<file path="src/rtl/conv_sched_pkg.sv">
// Shared types and constants for the 3x3 convolution window scheduler.
package conv_sched_pkg;

  localparam int unsigned KERNEL   = 3;
  localparam int unsigned NUM_TAPS = 9;
  localparam int unsigned TAP_W    = 4;
  localparam int unsigned KCOL_W   = 2;

  typedef enum logic [1:0] {
    ST_IDLE  = 2'd0,
    ST_ISSUE = 2'd1,
    ST_DONE  = 2'd2
  } sched_state_e;

endpackage

</file>
<file path="src/rtl/window_tap_seq.sv">
// Tap counter for one 3x3 window: walks taps 0..8 and tracks the pixel offset
// from the window base using only adders (column step +1, row step +IMG_W).
module window_tap_seq
  import conv_sched_pkg::*;
#(
  parameter int unsigned IMG_W  = 640,
  parameter int unsigned ADDR_W = 19
) (
  input  logic              clk,
  input  logic              reset_n,
  input  logic              start,
  input  logic              finish,
  input  logic              advance,
  output logic [TAP_W-1:0]  tap_idx,
  output logic [ADDR_W-1:0] offset,
  output logic [ADDR_W-1:0] offset_nxt_c,
  output logic              first,
  output logic              last
);

  logic [TAP_W-1:0]  tap_q, tap_d;
  logic [KCOL_W-1:0] kcol_q, kcol_d;
  logic [ADDR_W-1:0] roff_q, roff_d;
  logic [ADDR_W-1:0] off_q, off_d;
  logic              first_q, first_d;
  logic              last_q, last_d;

  // Next tap/offset; start re-arms at tap 0, finish parks everything at zero.
  always_comb begin
    tap_d   = tap_q;
    kcol_d  = kcol_q;
    roff_d  = roff_q;
    off_d   = off_q;
    first_d = first_q;
    last_d  = last_q;
    if (start || finish) begin
      tap_d   = '0;
      kcol_d  = '0;
      roff_d  = '0;
      off_d   = '0;
      first_d = start;
      last_d  = 1'b0;
    end else if (advance) begin
      if (last_q) begin
        tap_d   = '0;
        kcol_d  = '0;
        roff_d  = '0;
        off_d   = '0;
        first_d = 1'b1;
        last_d  = 1'b0;
      end else begin
        tap_d   = tap_q + TAP_W'(1);
        first_d = 1'b0;
        last_d  = (tap_q == TAP_W'(NUM_TAPS - 2));
        if (kcol_q == KCOL_W'(KERNEL - 1)) begin
          kcol_d = '0;
          roff_d = roff_q + ADDR_W'(IMG_W);
          off_d  = roff_q + ADDR_W'(IMG_W);
        end else begin
          kcol_d = kcol_q + KCOL_W'(1);
          off_d  = off_q + ADDR_W'(1);
        end
      end
    end
  end

  always_ff @(posedge clk or negedge reset_n) begin
    if (!reset_n) begin
      tap_q   <= '0;
      kcol_q  <= '0;
      roff_q  <= '0;
      off_q   <= '0;
      first_q <= 1'b0;
      last_q  <= 1'b0;
    end else begin
      tap_q   <= tap_d;
      kcol_q  <= kcol_d;
      roff_q  <= roff_d;
      off_q   <= off_d;
      first_q <= first_d;
      last_q  <= last_d;
    end
  end

  assign tap_idx      = tap_q;
  assign offset       = off_q;
  assign offset_nxt_c = off_d;
  assign first        = first_q;
  assign last         = last_q;

endmodule

</file>
<file path="src/rtl/conv_window_scheduler.sv">
// Start/busy/done controlled scheduler issuing the nine tap addresses of every
// valid 3x3 stride-1 window of a frame, in raster order, over valid/ready.
module conv_window_scheduler
  import conv_sched_pkg::*;
#(
  parameter int unsigned IMG_W  = 640,
  parameter int unsigned IMG_H  = 640,
  parameter int unsigned ADDR_W = 19
) (
  input  logic              clk,
  input  logic              reset_n,
  input  logic              start,
  output logic              busy,
  output logic              done,
  output logic              addr_valid,
  input  logic              addr_ready,
  output logic [ADDR_W-1:0] addr,
  output logic [TAP_W-1:0]  tap_idx,
  output logic              win_first,
  output logic              win_last,
  output logic [ADDR_W-1:0] win_col,
  output logic [ADDR_W-1:0] win_row
);

  localparam logic [ADDR_W-1:0] COL_MAX = ADDR_W'(IMG_W - KERNEL);
  localparam logic [ADDR_W-1:0] ROW_MAX = ADDR_W'(IMG_H - KERNEL);

  sched_state_e      state_q, state_d;
  logic              busy_q, busy_d;
  logic              done_q, done_d;
  logic              valid_q, valid_d;
  logic [ADDR_W-1:0] col_q, col_d;
  logic [ADDR_W-1:0] row_q, row_d;
  logic [ADDR_W-1:0] base_q, base_d;
  logic [ADDR_W-1:0] addr_q, addr_d;

  logic              start_c;
  logic              fire_c;
  logic              win_end_c;
  logic              frame_end_c;
  logic [TAP_W-1:0]  seq_tap;
  logic [ADDR_W-1:0] seq_offset;
  logic [ADDR_W-1:0] seq_offset_nxt_c;
  logic              seq_first;
  logic              seq_last;

  assign start_c     = (state_q == ST_IDLE) && start;
  assign fire_c      = valid_q && addr_ready;
  assign win_end_c   = fire_c && seq_last;
  assign frame_end_c = win_end_c && (col_q == COL_MAX) && (row_q == ROW_MAX);

  window_tap_seq #(
    .IMG_W  (IMG_W),
    .ADDR_W (ADDR_W)
  ) u_tap_seq (
    .clk          (clk),
    .reset_n      (reset_n),
    .start        (start_c),
    .finish       (frame_end_c),
    .advance      (fire_c),
    .tap_idx      (seq_tap),
    .offset       (seq_offset),
    .offset_nxt_c (seq_offset_nxt_c),
    .first        (seq_first),
    .last         (seq_last)
  );

  // FSM plus window counters; the next address is precomputed on every fire.
  always_comb begin
    state_d = state_q;
    busy_d  = busy_q;
    done_d  = 1'b0;
    valid_d = valid_q;
    col_d   = col_q;
    row_d   = row_q;
    base_d  = base_q;
    addr_d  = addr_q;
    unique case (state_q)
      ST_IDLE: begin
        if (start) begin
          state_d = ST_ISSUE;
          busy_d  = 1'b1;
          valid_d = 1'b1;
          col_d   = '0;
          row_d   = '0;
          base_d  = '0;
          addr_d  = '0;
        end
      end
      ST_ISSUE: begin
        if (frame_end_c) begin
          state_d = ST_DONE;
          busy_d  = 1'b0;
          valid_d = 1'b0;
          done_d  = 1'b1;
          col_d   = '0;
          row_d   = '0;
          base_d  = '0;
          addr_d  = '0;
        end else if (fire_c) begin
          if (win_end_c) begin
            if (col_q == COL_MAX) begin
              col_d  = '0;
              row_d  = row_q + ADDR_W'(1);
              base_d = base_q + ADDR_W'(KERNEL);
            end else begin
              col_d  = col_q + ADDR_W'(1);
              base_d = base_q + ADDR_W'(1);
            end
          end
          addr_d = base_d + seq_offset_nxt_c;
        end
      end
      ST_DONE: begin
        state_d = ST_IDLE;
      end
      default: begin
        state_d = ST_IDLE;
      end
    endcase
  end

  always_ff @(posedge clk or negedge reset_n) begin
    if (!reset_n) begin
      state_q <= ST_IDLE;
      busy_q  <= 1'b0;
      done_q  <= 1'b0;
      valid_q <= 1'b0;
      col_q   <= '0;
      row_q   <= '0;
      base_q  <= '0;
      addr_q  <= '0;
    end else begin
      state_q <= state_d;
      busy_q  <= busy_d;
      done_q  <= done_d;
      valid_q <= valid_d;
      col_q   <= col_d;
      row_q   <= row_d;
      base_q  <= base_d;
      addr_q  <= addr_d;
    end
  end

  // The registered address must always equal window base plus tap offset.
  assert property (@(posedge clk) disable iff (!reset_n)
    valid_q |-> (addr_q == base_q + seq_offset));

  assign busy       = busy_q;
  assign done       = done_q;
  assign addr_valid = valid_q;
  assign addr       = addr_q;
  assign tap_idx    = seq_tap;
  assign win_first  = seq_first;
  assign win_last   = seq_last;
  assign win_col    = col_q;
  assign win_row    = row_q;

endmodule

</file>
<file path="config.mk">
export PLATFORM = sky130hd
export DESIGN_NAME = conv_window_scheduler
export DESIGN_NICKNAME = d
export VERILOG_FILES = /design/src/rtl/conv_sched_pkg.sv /design/src/rtl/window_tap_seq.sv /design/src/rtl/conv_window_scheduler.sv
export SDC_FILE = /design/constraint.sdc
export NUM_CORES = 1
export LEC_CHECK = 0
export BUFFER_PORTS_ARGS = -buffer_cell sky130_fd_sc_hd__buf_2
export CORE_UTILIZATION = 60
export CTS_CLUSTER_SIZE = 12
export DETAILED_ROUTE_END_ITERATION = 10
export PLACE_DENSITY = 0.88
export SYNTH_ARGS = -nofsm -noshare
export SYNTH_HDL_FRONTEND = slang
export SYNTH_SLANG_ARGS = --single-unit
</file>
<file path="constraint.sdc">
create_clock -name clk -period 8.6 [get_ports clk]
set_clock_uncertainty 0.15 [all_clocks]
set_input_delay 1.72 -clock clk [delete_from_list [all_inputs] [get_ports clk]]
set_output_delay 1.72 -clock clk [all_outputs]
set_load 0.01 [all_outputs]
</file>
==> out/results.tsv <==
stage	metric	value	unit
routing	dr_total_vias	6196	
clocking	cts-root-buf	clkbuf_16	
logic_synthesis	yosys.area.top_type	dfrtp_1	
power_and_ir_drop	swShare	34.48	%
logic_synthesis	postSynthCellCount	806	
grt	grt_pass1_wl	28.15	mm
flow_run	max-cap-violations	0	
die	die_w	110.5	um
power_and_ir_drop	power	2.149	mW
critical_path	rr_worst_depth	21	
power_and_ir_drop	combPwrFrac	27.9	%
die	die_y	110.5	um
grt	overflow	0	
clocking	h-tree-depth	4	
critical_path	cp.required	8710	ps
logic_synthesis	syn_nets	838	
critical_path	critPathCaptureType	register	
clocking	cts_buffers	17	
sta	fin_setup_tns	0	ps
logic_synthesis	synth_flop_cell	dfrtp_1	
clocking	ctsResizeCount	0	
clocking	cts_buffer_depth	2	
die	fp-row-count	39	
sta	drv_slew	0	
die	core	0.01147	sq mm
routing	initialDrtViolationCount	558	
critical_path	r2r-start	win_col[1]$_DFFE_PN0P_	
power_and_ir_drop	clockPowerShare	34.9	%
logic_synthesis	yosysSeqAreaShare	42.12	%
critical_path	critPathMaxFanout	32	
outcome	outcome	finished, final reports clean	
critical_path	cp.arrival	5470	ps
sta	relSlewSlack	24.91	%
grt	grt_pass1_vias	5772	
routing	wl_per_cell	16.26	um
routing	first_pass_iters	5	
min_path	hold_end	addr[12]$_DFFE_PN0P_	
min_path	hold_path_class	reg -> reg	
power_and_ir_drop	netSwitchingPower	0.7411	mW
layout	num_antenna_cells	0	
grt	grt_max_degree	72	
sta	setup_viol	0	
logic_synthesis	syn_area_per_cell	8.771	sq um
grt	antenna_found_initial	0	
logic_synthesis	ys_seq_elements	119	
die	die_area	0.01222	sq mm
layout	area_growth	14.35	%
logic_synthesis	synth_top_cells_by_count	dfrtp_1, nor2_1, nand2_1	
logic_synthesis	netlist_area	0.007069	sq mm
critical_path	start_kind	input port	
critical_path	r2r-end	addr[18]$_DFFE_PN0P_	
routing	drc_errors	0	
logic_synthesis	ys_top_cells_by_area	dfrtp_1, xor2_1, nor2_1	
power_and_ir_drop	p_leak	3.897	nW
clocking	hold_buffers	0	
die	io_pins	70	
place	dp_hpwl	10.74	mm
place	place.gp.congestion	0.8688	
sta	fin_crit_sh	62.34	%
place	port-buffer-count	69	
layout	layout-drive-gt1-share	13.40	%
clocking	cts_tree	built	
logic_synthesis	ys_types	60	
clocking	path_clk_slew	60	ps
clocking	clock-sinks	119	
grt	grt_use_total	28.37	%
power_and_ir_drop	internal_power	1.408	mW
logic_synthesis	yosys_warnings	0	
routing	vias_per_cell	6.098	
routing	wl	16.52	mm
logic_synthesis	synth_enable_flop_cells	0	
sta	period_needed	5362	ps
clocking	clock_latency	420	ps
layout	final_nets	893	
power_and_ir_drop	p_per_area	265.9	mW/mm^2
min_path	min_path_cells	2	
logic_synthesis	yosysMostFrequentCell	dfrtp_1	
power_and_ir_drop	ir_worst_vdd	0.1588	mV
power_and_ir_drop	pwr-share-seq	37.2	%
layout	fin_cells	1016	
sta	max_freq	186.5	MHz
logic_synthesis	synth_top_area_share	42.12	%
logic_synthesis	async_flop_share	100.0	%
critical_path	crit_type	in -> reg	
die	initial_core_util	61.65	%
clocking	post_cts_buffers	0	
min_path	hp-start	addr[12]$_DFFE_PN0P_	
critical_path	r2r_slack	3450	ps
sta	final_hold_viol_count	0	
place	dpl.cell_count	985	
sta	worst_pin_slew	1124	ps
routing	drtAntennaViolNets	0	
sta	grt_setup_unrepaired	false	
-- per-stage QoR --
step	hold slack (ps)	utilization (%)	instance area [sq um]	setup WS, ps
after floorplan	321.2	-	7069	3628
after global placement	312.1	65.11	7466	3107
after detailed placement	320.2	65.11	7466	2973
after CTS	333.8	70.50	8084	3290
after global routing	354.6	70.50	8084	2905
final	338.5	70.50	8084	3238
-- routing by layer --
layer	share of wire, %	routed length (um)	track usage (%)
met1	46	7546	41.01
met2	46	7660	42.44
met3	6.1	1002	6.092
met4	1.9	308	9.689
met5	0	0	0
-- logic make-up after synthesis --
group | share of synthesized area [%]
AND/OR/NAND/NOR | 23.52
AO/OA/AOI/OAI | 15.93
flip-flops | 42.12
XOR/XNOR | 9.664
buffers and inverters | 3.009
adder cells (fa/ha/maj) | 5.168
multiplexers | 0.5841
-- power by group through the flow --
stage	combinational (mW)	sequential [mW]	clock [mW]
2_1_floorplan	0.401	0.802	0
3_3_place_gp	0.569	0.798	0
3_5_place_dp	0.584	0.800	0
4_1_cts	0.596	0.796	0.755
5_1_grt	0.672	0.816	0.781
6_report	0.600	0.800	0.750
-- worst max path at each step --
stage | to | from | slack (ps)
6_report | addr[17]$_DFFE_PN0P_ | addr_ready | 3240
5_1_grt | addr[17]$_DFFE_PN0P_ | addr_ready | 2910
4_1_cts | addr[18]$_DFFE_PN0P_ | addr_ready | 3290
3_5_place_dp | addr[18]$_DFFE_PN0P_ | addr_ready | 2970
3_3_place_gp | addr[18]$_DFFE_PN0P_ | addr_ready | 3110
2_1_floorplan | addr[18]$_DFFE_PN0P_ | addr_ready | 3630
-- registers in the layout, indices dropped and copies added (netlist names) --
name,count
u_tap_seq.kcol_q,2
u_tap_seq.last,1
u_tap_seq.first,1
addr_valid,1
win_col,19
addr,19
done,1
base_q,19
u_tap_seq.tap_idx,4
win_row,19
u_tap_seq.roff_q,12
u_tap_seq.offset,19
state_q,2
-- cell usage in the layout, fill, tap and decap left out, types with 3 or more instances in the layout --
| master | count |
|---|---|
| and2_1 | 10 |
| and3_1 | 20 |
| nand2b_1 | 8 |
| a22o_1 | 7 |
| buf_4 | 7 |
| nor3b_1 | 4 |
| clkinv_2 | 4 |
| nor4_1 | 5 |
| mux2i_1 | 3 |
| ha_1 | 26 |
| o31ai_1 | 12 |
| nor2_1 | 110 |
| nand4_1 | 23 |
| nor2b_1 | 5 |
| a21oi_1 | 65 |
| nand2_1 | 81 |
| bufinv_16 | 4 |
| a211oi_1 | 5 |
| dfrtp_1 | 119 |
| xor2_1 | 48 |
| o21bai_1 | 3 |
| a21o_1 | 15 |
| and4_1 | 7 |
| inv_1 | 8 |
| or3_1 | 10 |
| xnor2_1 | 30 |
| nor3_1 | 25 |
| o21ai_0 | 57 |
| buf_2 | 68 |
| o21a_1 | 4 |
| nand3_1 | 22 |
| clkbuf_16 | 17 |
-- layout make-up --
type	count	area (sq um)
fill	805	3383
inverter	8	30.03
timing repair buffer	75	392.9
tap	143	178.9
multi-input combinational	640	3886
clock inverter	12	175.2
clock buffer	19	442.9
sequential	119	2978
-- critical path, stage by stage --
cell      delay, ps
buf_2           130
and3_1          420
and3_1          220
nand3_1         150
o21ai_2         160
buf_4           320
nand2b_1        270
nor2_1          100
ha_1            360
a21o_1          170
a21o_1          170
a21o_1          190
o21bai_1        280
a211oi_1        190
a311oi_1        350
xor2_1          180
o21ai_0          90
No activity file was read; power rests on OpenSTA's default activity.
